### src/rtl/mux_share_arbiter_pkg.sv
// -----------------------------------------------------------------------------
// mux_share_arbiter_pkg
// Shared definitions for the mux-sharing arbiter: requester count, FSM state
// encoding and a small one-hot helper.
// -----------------------------------------------------------------------------
package mux_share_arbiter_pkg;

  localparam int N_REQ = 4;

  typedef enum logic [1:0] {
    IDLE  = 2'd0,
    GRANT = 2'd1,
    GAP   = 2'd2
  } state_e;

  // One-hot vector with bit idx set.
  function automatic logic [N_REQ-1:0] onehot(input logic [1:0] idx);
    return N_REQ'(1) << idx;
  endfunction

endpackage

### src/rtl/mux_share_arbiter_if.sv
// -----------------------------------------------------------------------------
// mux_share_arbiter_if
// Bundle between the four requesters and the arbiter.
//   req   : per-requester level request (bit i = mux input i)
//   grant : one-hot grant, zero when the mux is unowned
//   sel   : 2-bit select for the shared 4:1 mux
//   busy  : arbiter is in a grant or guard-gap period
// master = requester side, slave = arbiter side.
// -----------------------------------------------------------------------------
interface mux_share_arbiter_if;

  logic [mux_share_arbiter_pkg::N_REQ-1:0] req;
  logic [mux_share_arbiter_pkg::N_REQ-1:0] grant;
  logic [1:0]                              sel;
  logic                                    busy;

  modport master (output req, input grant, sel, busy);
  modport slave  (input req, output grant, sel, busy);

endinterface

### src/rtl/mux_share_arbiter_rr_pick4.sv
// -----------------------------------------------------------------------------
// rr_pick4
// Combinational round-robin picker for four requesters. Searches in the order
// last+1, last+2, last+3, last (mod 4) and returns the first set request.
//   req_i    : request vector
//   last_i   : index of the most recent owner
//   winner_o : chosen index (equals last_i when nothing is requested)
//   found_o  : at least one request was set
// -----------------------------------------------------------------------------
module rr_pick4 (
  input  logic [3:0] req_i,
  input  logic [1:0] last_i,
  output logic [1:0] winner_o,
  output logic       found_o
);

  logic [1:0] cand;

  // NOTE: every variable assigned in always_comb gets a default first so no
  // path leaves it unassigned; that is what keeps latches from being inferred.
  always_comb begin
    winner_o = last_i;
    found_o  = 1'b0;
    cand     = last_i;
    // k = 4 wraps to last_i itself, so the previous owner is searched last.
    for (int k = 1; k <= 4; k++) begin
      cand = last_i + 2'(k);
      if (!found_o && req_i[cand]) begin
        winner_o = cand;
        found_o  = 1'b1;
      end
    end
  end

endmodule

### src/rtl/mux_share_arbiter.sv
// -----------------------------------------------------------------------------
// mux_share_arbiter
// Round-robin owner of a shared 4:1 signal mux. Grants are held while the
// owner's request stays high, cut after MAX_HOLD cycles if someone else is
// waiting, and separated by GAP_CYCLES idle guard cycles.
//   clk  : rising-edge clock
//   rst  : synchronous active-high reset
//   bus  : slave side of mux_share_arbiter_if (req in; grant/sel/busy out)
// Parameters:
//   MAX_HOLD   (1..255) : contended grant length limit in cycles
//   GAP_CYCLES (1..15)  : guard cycles between consecutive owners
// -----------------------------------------------------------------------------
module mux_share_arbiter
  import mux_share_arbiter_pkg::*;
#(
  parameter int unsigned MAX_HOLD   = 16,
  parameter int unsigned GAP_CYCLES = 1
) (
  input  logic                clk,
  input  logic                rst,
  mux_share_arbiter_if.slave  bus
);

  localparam int unsigned    CNT_W     = $clog2(MAX_HOLD + 1);
  localparam logic [CNT_W-1:0] HOLD_LAST = CNT_W'(MAX_HOLD - 1);
  localparam logic [3:0]       GAP_LAST  = 4'(GAP_CYCLES - 1);

  state_e             state_q, state_d;
  logic [1:0]         last_q,  last_d;
  logic [CNT_W-1:0]   hold_q,  hold_d;
  logic [3:0]         gap_q,   gap_d;
  logic [N_REQ-1:0]   grant_q, grant_d;
  logic [1:0]         sel_q,   sel_d;
  logic               busy_q,  busy_d;

  logic [1:0]         winner;
  logic               found;
  logic               others_waiting;
  logic               owner_done;

  rr_pick4 u_pick (
    .req_i    (bus.req),
    .last_i   (last_q),
    .winner_o (winner),
    .found_o  (found)
  );

  // While granted, sel_q is the owner index.
  assign others_waiting = |(bus.req & ~onehot(sel_q));
  // Release takes precedence over preempt, but both lead to the same GAP.
  assign owner_done     = !bus.req[sel_q] ||
                          (hold_q == HOLD_LAST && others_waiting);

  always_comb begin
    state_d = state_q;
    last_d  = last_q;
    hold_d  = hold_q;
    gap_d   = gap_q;
    grant_d = grant_q;
    sel_d   = sel_q;
    busy_d  = busy_q;

    unique case (state_q)
      IDLE: begin
        if (found) begin
          state_d = GRANT;
          grant_d = onehot(winner);
          sel_d   = winner;
          last_d  = winner;
          hold_d  = '0;
          busy_d  = 1'b1;
        end
      end

      GRANT: begin
        if (owner_done) begin
          state_d = GAP;
          grant_d = '0;
          gap_d   = '0;
        end else if (hold_q != HOLD_LAST) begin
          // Saturates at MAX_HOLD-1: an uncontended owner keeps the mux.
          hold_d = hold_q + 1'b1;
        end
      end

      GAP: begin
        // Requests are only looked at on the last gap cycle; sel is untouched.
        if (gap_q == GAP_LAST) begin
          if (found) begin
            state_d = GRANT;
            grant_d = onehot(winner);
            sel_d   = winner;
            last_d  = winner;
            hold_d  = '0;
          end else begin
            state_d = IDLE;
            busy_d  = 1'b0;
          end
        end else begin
          gap_d = gap_q + 4'd1;
        end
      end

      default: begin
        state_d = IDLE;
        grant_d = '0;
        busy_d  = 1'b0;
      end
    endcase
  end

  // NOTE: state registers use non-blocking assignments so every flop samples
  // the pre-edge values regardless of statement order.
  always_ff @(posedge clk) begin
    if (rst) begin
      state_q <= IDLE;
      last_q  <= 2'd3;   // requester 0 is searched first after reset
      hold_q  <= '0;
      gap_q   <= '0;
      grant_q <= '0;
      sel_q   <= 2'd0;
      busy_q  <= 1'b0;
    end else begin
      state_q <= state_d;
      last_q  <= last_d;
      hold_q  <= hold_d;
      gap_q   <= gap_d;
      grant_q <= grant_d;
      sel_q   <= sel_d;
      busy_q  <= busy_d;
    end
  end

  assign bus.grant = grant_q;
  assign bus.sel   = sel_q;
  assign bus.busy  = busy_q;

endmodule

### src/flat_wrapper.sv
// flat-port wrapper written by rule: the top's interface ports become plain ports
module mux_share_arbiter_flat import mux_share_arbiter_pkg::*;
#(
  parameter int unsigned MAX_HOLD   = 16,
  parameter int unsigned GAP_CYCLES = 1
)
  (clk, rst, bus_req, bus_grant, bus_sel, bus_busy);
  mux_share_arbiter_if bus_i ();
  input  logic clk;
  input  logic rst;
  input wire logic [$bits(bus_i.req)-1:0] bus_req;
  output wire logic [$bits(bus_i.grant)-1:0] bus_grant;
  output wire logic [$bits(bus_i.sel)-1:0] bus_sel;
  output wire logic [$bits(bus_i.busy)-1:0] bus_busy;
  assign bus_i.req = bus_req;
  assign bus_grant = bus_i.grant;
  assign bus_sel = bus_i.sel;
  assign bus_busy = bus_i.busy;
  mux_share_arbiter #(.MAX_HOLD(MAX_HOLD), .GAP_CYCLES(GAP_CYCLES)) u_core (.clk(clk), .rst(rst), .bus(bus_i));
endmodule
### config.mk
export PLATFORM = sky130hd
export DESIGN_NAME = mux_share_arbiter_flat
export DESIGN_NICKNAME = d
export VERILOG_FILES = /design/src/rtl/mux_share_arbiter_pkg.sv /design/src/rtl/mux_share_arbiter_if.sv /design/src/rtl/mux_share_arbiter_rr_pick4.sv /design/src/rtl/mux_share_arbiter.sv /design/src/flat_wrapper.sv
export SDC_FILE = /design/constraint.sdc
export NUM_CORES = 1
export LEC_CHECK = 0
export ABC_AREA = 1
export CORE_MARGIN = 1
export CORE_UTILIZATION = 56
export DETAILED_ROUTE_END_ITERATION = 10
export PLACE_DENSITY_LB_ADDON = 0.15
export SLEW_MARGIN = 25
export SYNTH_ARGS = -nofsm -noshare
export SYNTH_HDL_FRONTEND = slang
export SYNTH_SLANG_ARGS = --single-unit
### constraint.sdc
create_clock -name clk -period 1.95 [get_ports clk]
set_input_delay 0.39 -clock clk [delete_from_list [all_inputs] [get_ports clk]]
set_output_delay 0.39 -clock clk [all_outputs]
set_load 0.03 [all_outputs]
==> impl_metrics.env <==
export IMPL_p_leak_nw=0.745
export IMPL_synthTopCellsByCount="nand2_1, nand3_1, dfxtp_1, inv_1, a21oi_1"
export IMPL_final_hold_viol_count=0
export IMPL_synthTopCellsByArea="dfxtp_1, nand2_1, nand3_1, a21oi_1, inv_1"
export IMPL_ir_drop_uv=1280
export IMPL_path_cells="clkdlybuf4s50_1"
export IMPL_timing_fmax_ghz=0.529
export IMPL_ys_seq_area_share_pct=29.6
export IMPL_multi_input_area_um2=842
export IMPL_timing_final_crit_share_pct=97.0
export IMPL_end_kind="output pin"
export IMPL_finalSetupViolCount=0
export IMPL_initial_core_util_pct=60.0
export IMPL_p_total_mw=2.52
export IMPL_design_area_um2=1590
export IMPL_fillers=203
export IMPL_cts_resized=0
export IMPL_dieWidth_um=51.1
export IMPL_skew_ns=0.00633
export IMPL_synth_ff_type="dfxtp_1"
export IMPL_postRouteAntennaNets=0
export IMPL_setup_ws_ns=0.0583
export IMPL_worst_setup_path_start_kind="flip-flop"
export IMPL_synth_seq_cells=20
export IMPL_post_cts_buffers=0
export IMPL_drive_gt1_share_pct=14.6
export IMPL_cts_tree="yes"
export IMPL_synth_area_leader_cell="dfxtp_1"
export IMPL_clock_latency_ns=0.31
export IMPL_critPathSlowestCell="clkdlybuf4s50_1"
export IMPL_relSlewSlack_pct=72.7
export IMPL_die_h_um=51.1
export IMPL_finalWirelength_um=3160
export IMPL_hpwl_um=2320
export IMPL_ctsRootBufferMaster="clkbuf_4"
export IMPL_firstDrtPassIters=4
export IMPL_drtIter0Drc=48
export IMPL_clkSinkCount=20
export IMPL_regArea_um2=400
export IMPL_async_reset_ff_share_pct=0
export IMPL_grt_pass1_vias=1265
export IMPL_powerDensity_nw_per_um2=1580
export IMPL_syn_area_per_cell_um2=6.35
export IMPL_worstPathRequired_ns=1.56
export IMPL_ios=13
export IMPL_path_buf_inv=1
export IMPL_yosysMostFrequentCell="nand2_1"
export IMPL_drc=0
export IMPL_htree_levels=1
export IMPL_clkTransAtPathRegs_ns=0.12
export IMPL_drv_cap=0
export IMPL_synth_distinct_cells=27
export IMPL_netlist_area_um2=1350
export IMPL_dp_slack_ns=-0.134
export IMPL_diodes=0
export IMPL_grt_pass1_wl_um=5150
export IMPL_synth_edf_count=0
export IMPL_grt_antenna_before_repair=0
export IMPL_track_usage_pct=26.2
export IMPL_rsz0062_at_grt="no"
export IMPL_syn_num_nets=223
export IMPL_final_max_slew_viol_count=0
export IMPL_tightest_slew_ns=0.410
export IMPL_stdcell_count=261
export IMPL_core_um2=2250
export IMPL_cp_slowest_stage_delay_ns=0.72
export IMPL_yosys_warnings=0
export IMPL_crit_family="buffers and inverters"
export IMPL_syn_to_final_growth_pct=17.8
export IMPL_period_needed_ns=1.89
export IMPL_postPlaceCellArea_um2=1540
export IMPL_grt_overflow=0
export IMPL_viasPerCell=5.46
export IMPL_fin_hold_ws_ns=0.454
export IMPL_die_area_um2=2620
export IMPL_hold_path_class="flip-flop to flip-flop"
export IMPL_crit_type="flip-flop to output pin"
export IMPL_gp_congestion=0.856
export IMPL_cts_inserted_buffers=3
export IMPL_path_max_fanout=8
export IMPL_final_util_pct=70.6
export IMPL_worstPathArrival_ns=1.50
export IMPL_vias=1425
export IMPL_syn_inst=213
export IMPL_grt_start_max_net_pins=13
export IMPL_dp_cells=257
export IMPL_routedWlPerCell_um=12.1
export IMPL_clockBufferDepth=2
export IMPL_status="finished, final reports clean"
export IMPL_synth_top_area_share_pct=29.6
export IMPL_setup_tns_final_ns=0
export IMPL_io_buffer_count=12
export IMPL_ctsHoldBuffers=0
export IMPL_nNetsFinal=244
export IMPL_fp_row_count=17
==> where the power goes <==
part           switching [mW]  leakage, nW  internal, mW
Sequential              0.112        0.164         0.527
Combinational           0.985        0.553         0.548
Clock                   0.136       0.0279         0.208
==> final timing paths <==
| kind | slack (ns) | endpoint | from | depth (start not counted) |
|---|---|---|---|---|
| hold reg to reg | 0.45 | u_core.bus.busy | u_core.bus.busy | 2 |
| setup reg to reg | 0.17 | u_core.gap_q[3] | u_core.hold_q[1] | 10 |
| hold / removal | 0.45 | u_core.bus.busy | u_core.bus.busy | 2 |
| setup / recovery | 0.06 | bus_sel[0] | u_core.bus.sel[0] | 1 |
==> flip-flops by register name, indices dropped and copies added (netlist names) <==
signal and count:
u_core.gap_q 4, u_core.hold_q 5, u_core.bus.sel 2, u_core.last_q 2, u_core.bus.busy 1, u_core.state_q 2, u_core.bus.grant 4
==> placed cells by master, fill, tap and decap left out <==
cell,synthesis,routed
a21oi_1,18,18
a22oi_1,2,2
and3_1,1,1
buf_4,1,7
bufinv_16,0,1
clkbuf_4,0,3
clkdlybuf4s50_1,0,12
clkinv_1,1,1
dfxtp_1,20,20
ha_1,4,4
inv_1,19,19
inv_2,4,4
nand2_1,71,70
nand2_2,9,10
nand2_4,3,3
nand3_1,24,24
nand3_4,1,1
nand4_1,3,3
nor2_1,13,13
nor2_2,1,1
nor2_8,1,1
nor3b_1,1,1
o211ai_1,2,2
o21ai_0,7,7
o21ai_1,1,1
o21ai_2,1,1
or2_0,1,1
or2_2,2,2
==> cell families (layout without fill, tap and decap cells) <==
logic type	after synthesis	after routing	share of synthesized area [%]
AND/OR/NAND/NOR	131	131	45.9
AO/OA/AOI/OAI	31	31	12.5
buffers and inverters	27	47	8.33
flip-flops	20	20	29.6
adder cells (fa/ha/maj)	4	4	3.70
==> tightest hold or removal path, cell delays in order (launching register included) <==
cell and delay [ns]:
dfxtp_1 0.33, inv_1 0.04, a21oi_1 0.05
==> routing by layer <==
layer,part of all wire (%),global-route usage [%]
met1,47,31.5
met2,48,45.8
met3,4.5,4.46
met4,1.3,10.2
met5,0,0
==> layout make-up <==
class | count | area share, %
Clock buffer | 3 | 1.41
Clock inverter | 1 | 1.89
Inverter | 24 | 5.66
Multi-Input combinational cell | 166 | 52.9
Sequential cell | 20 | 25.1
Tap cell | 28 | 2.20
Timing Repair Buffer | 19 | 10.8
No activity file was read; power rests on OpenSTA's default activity.
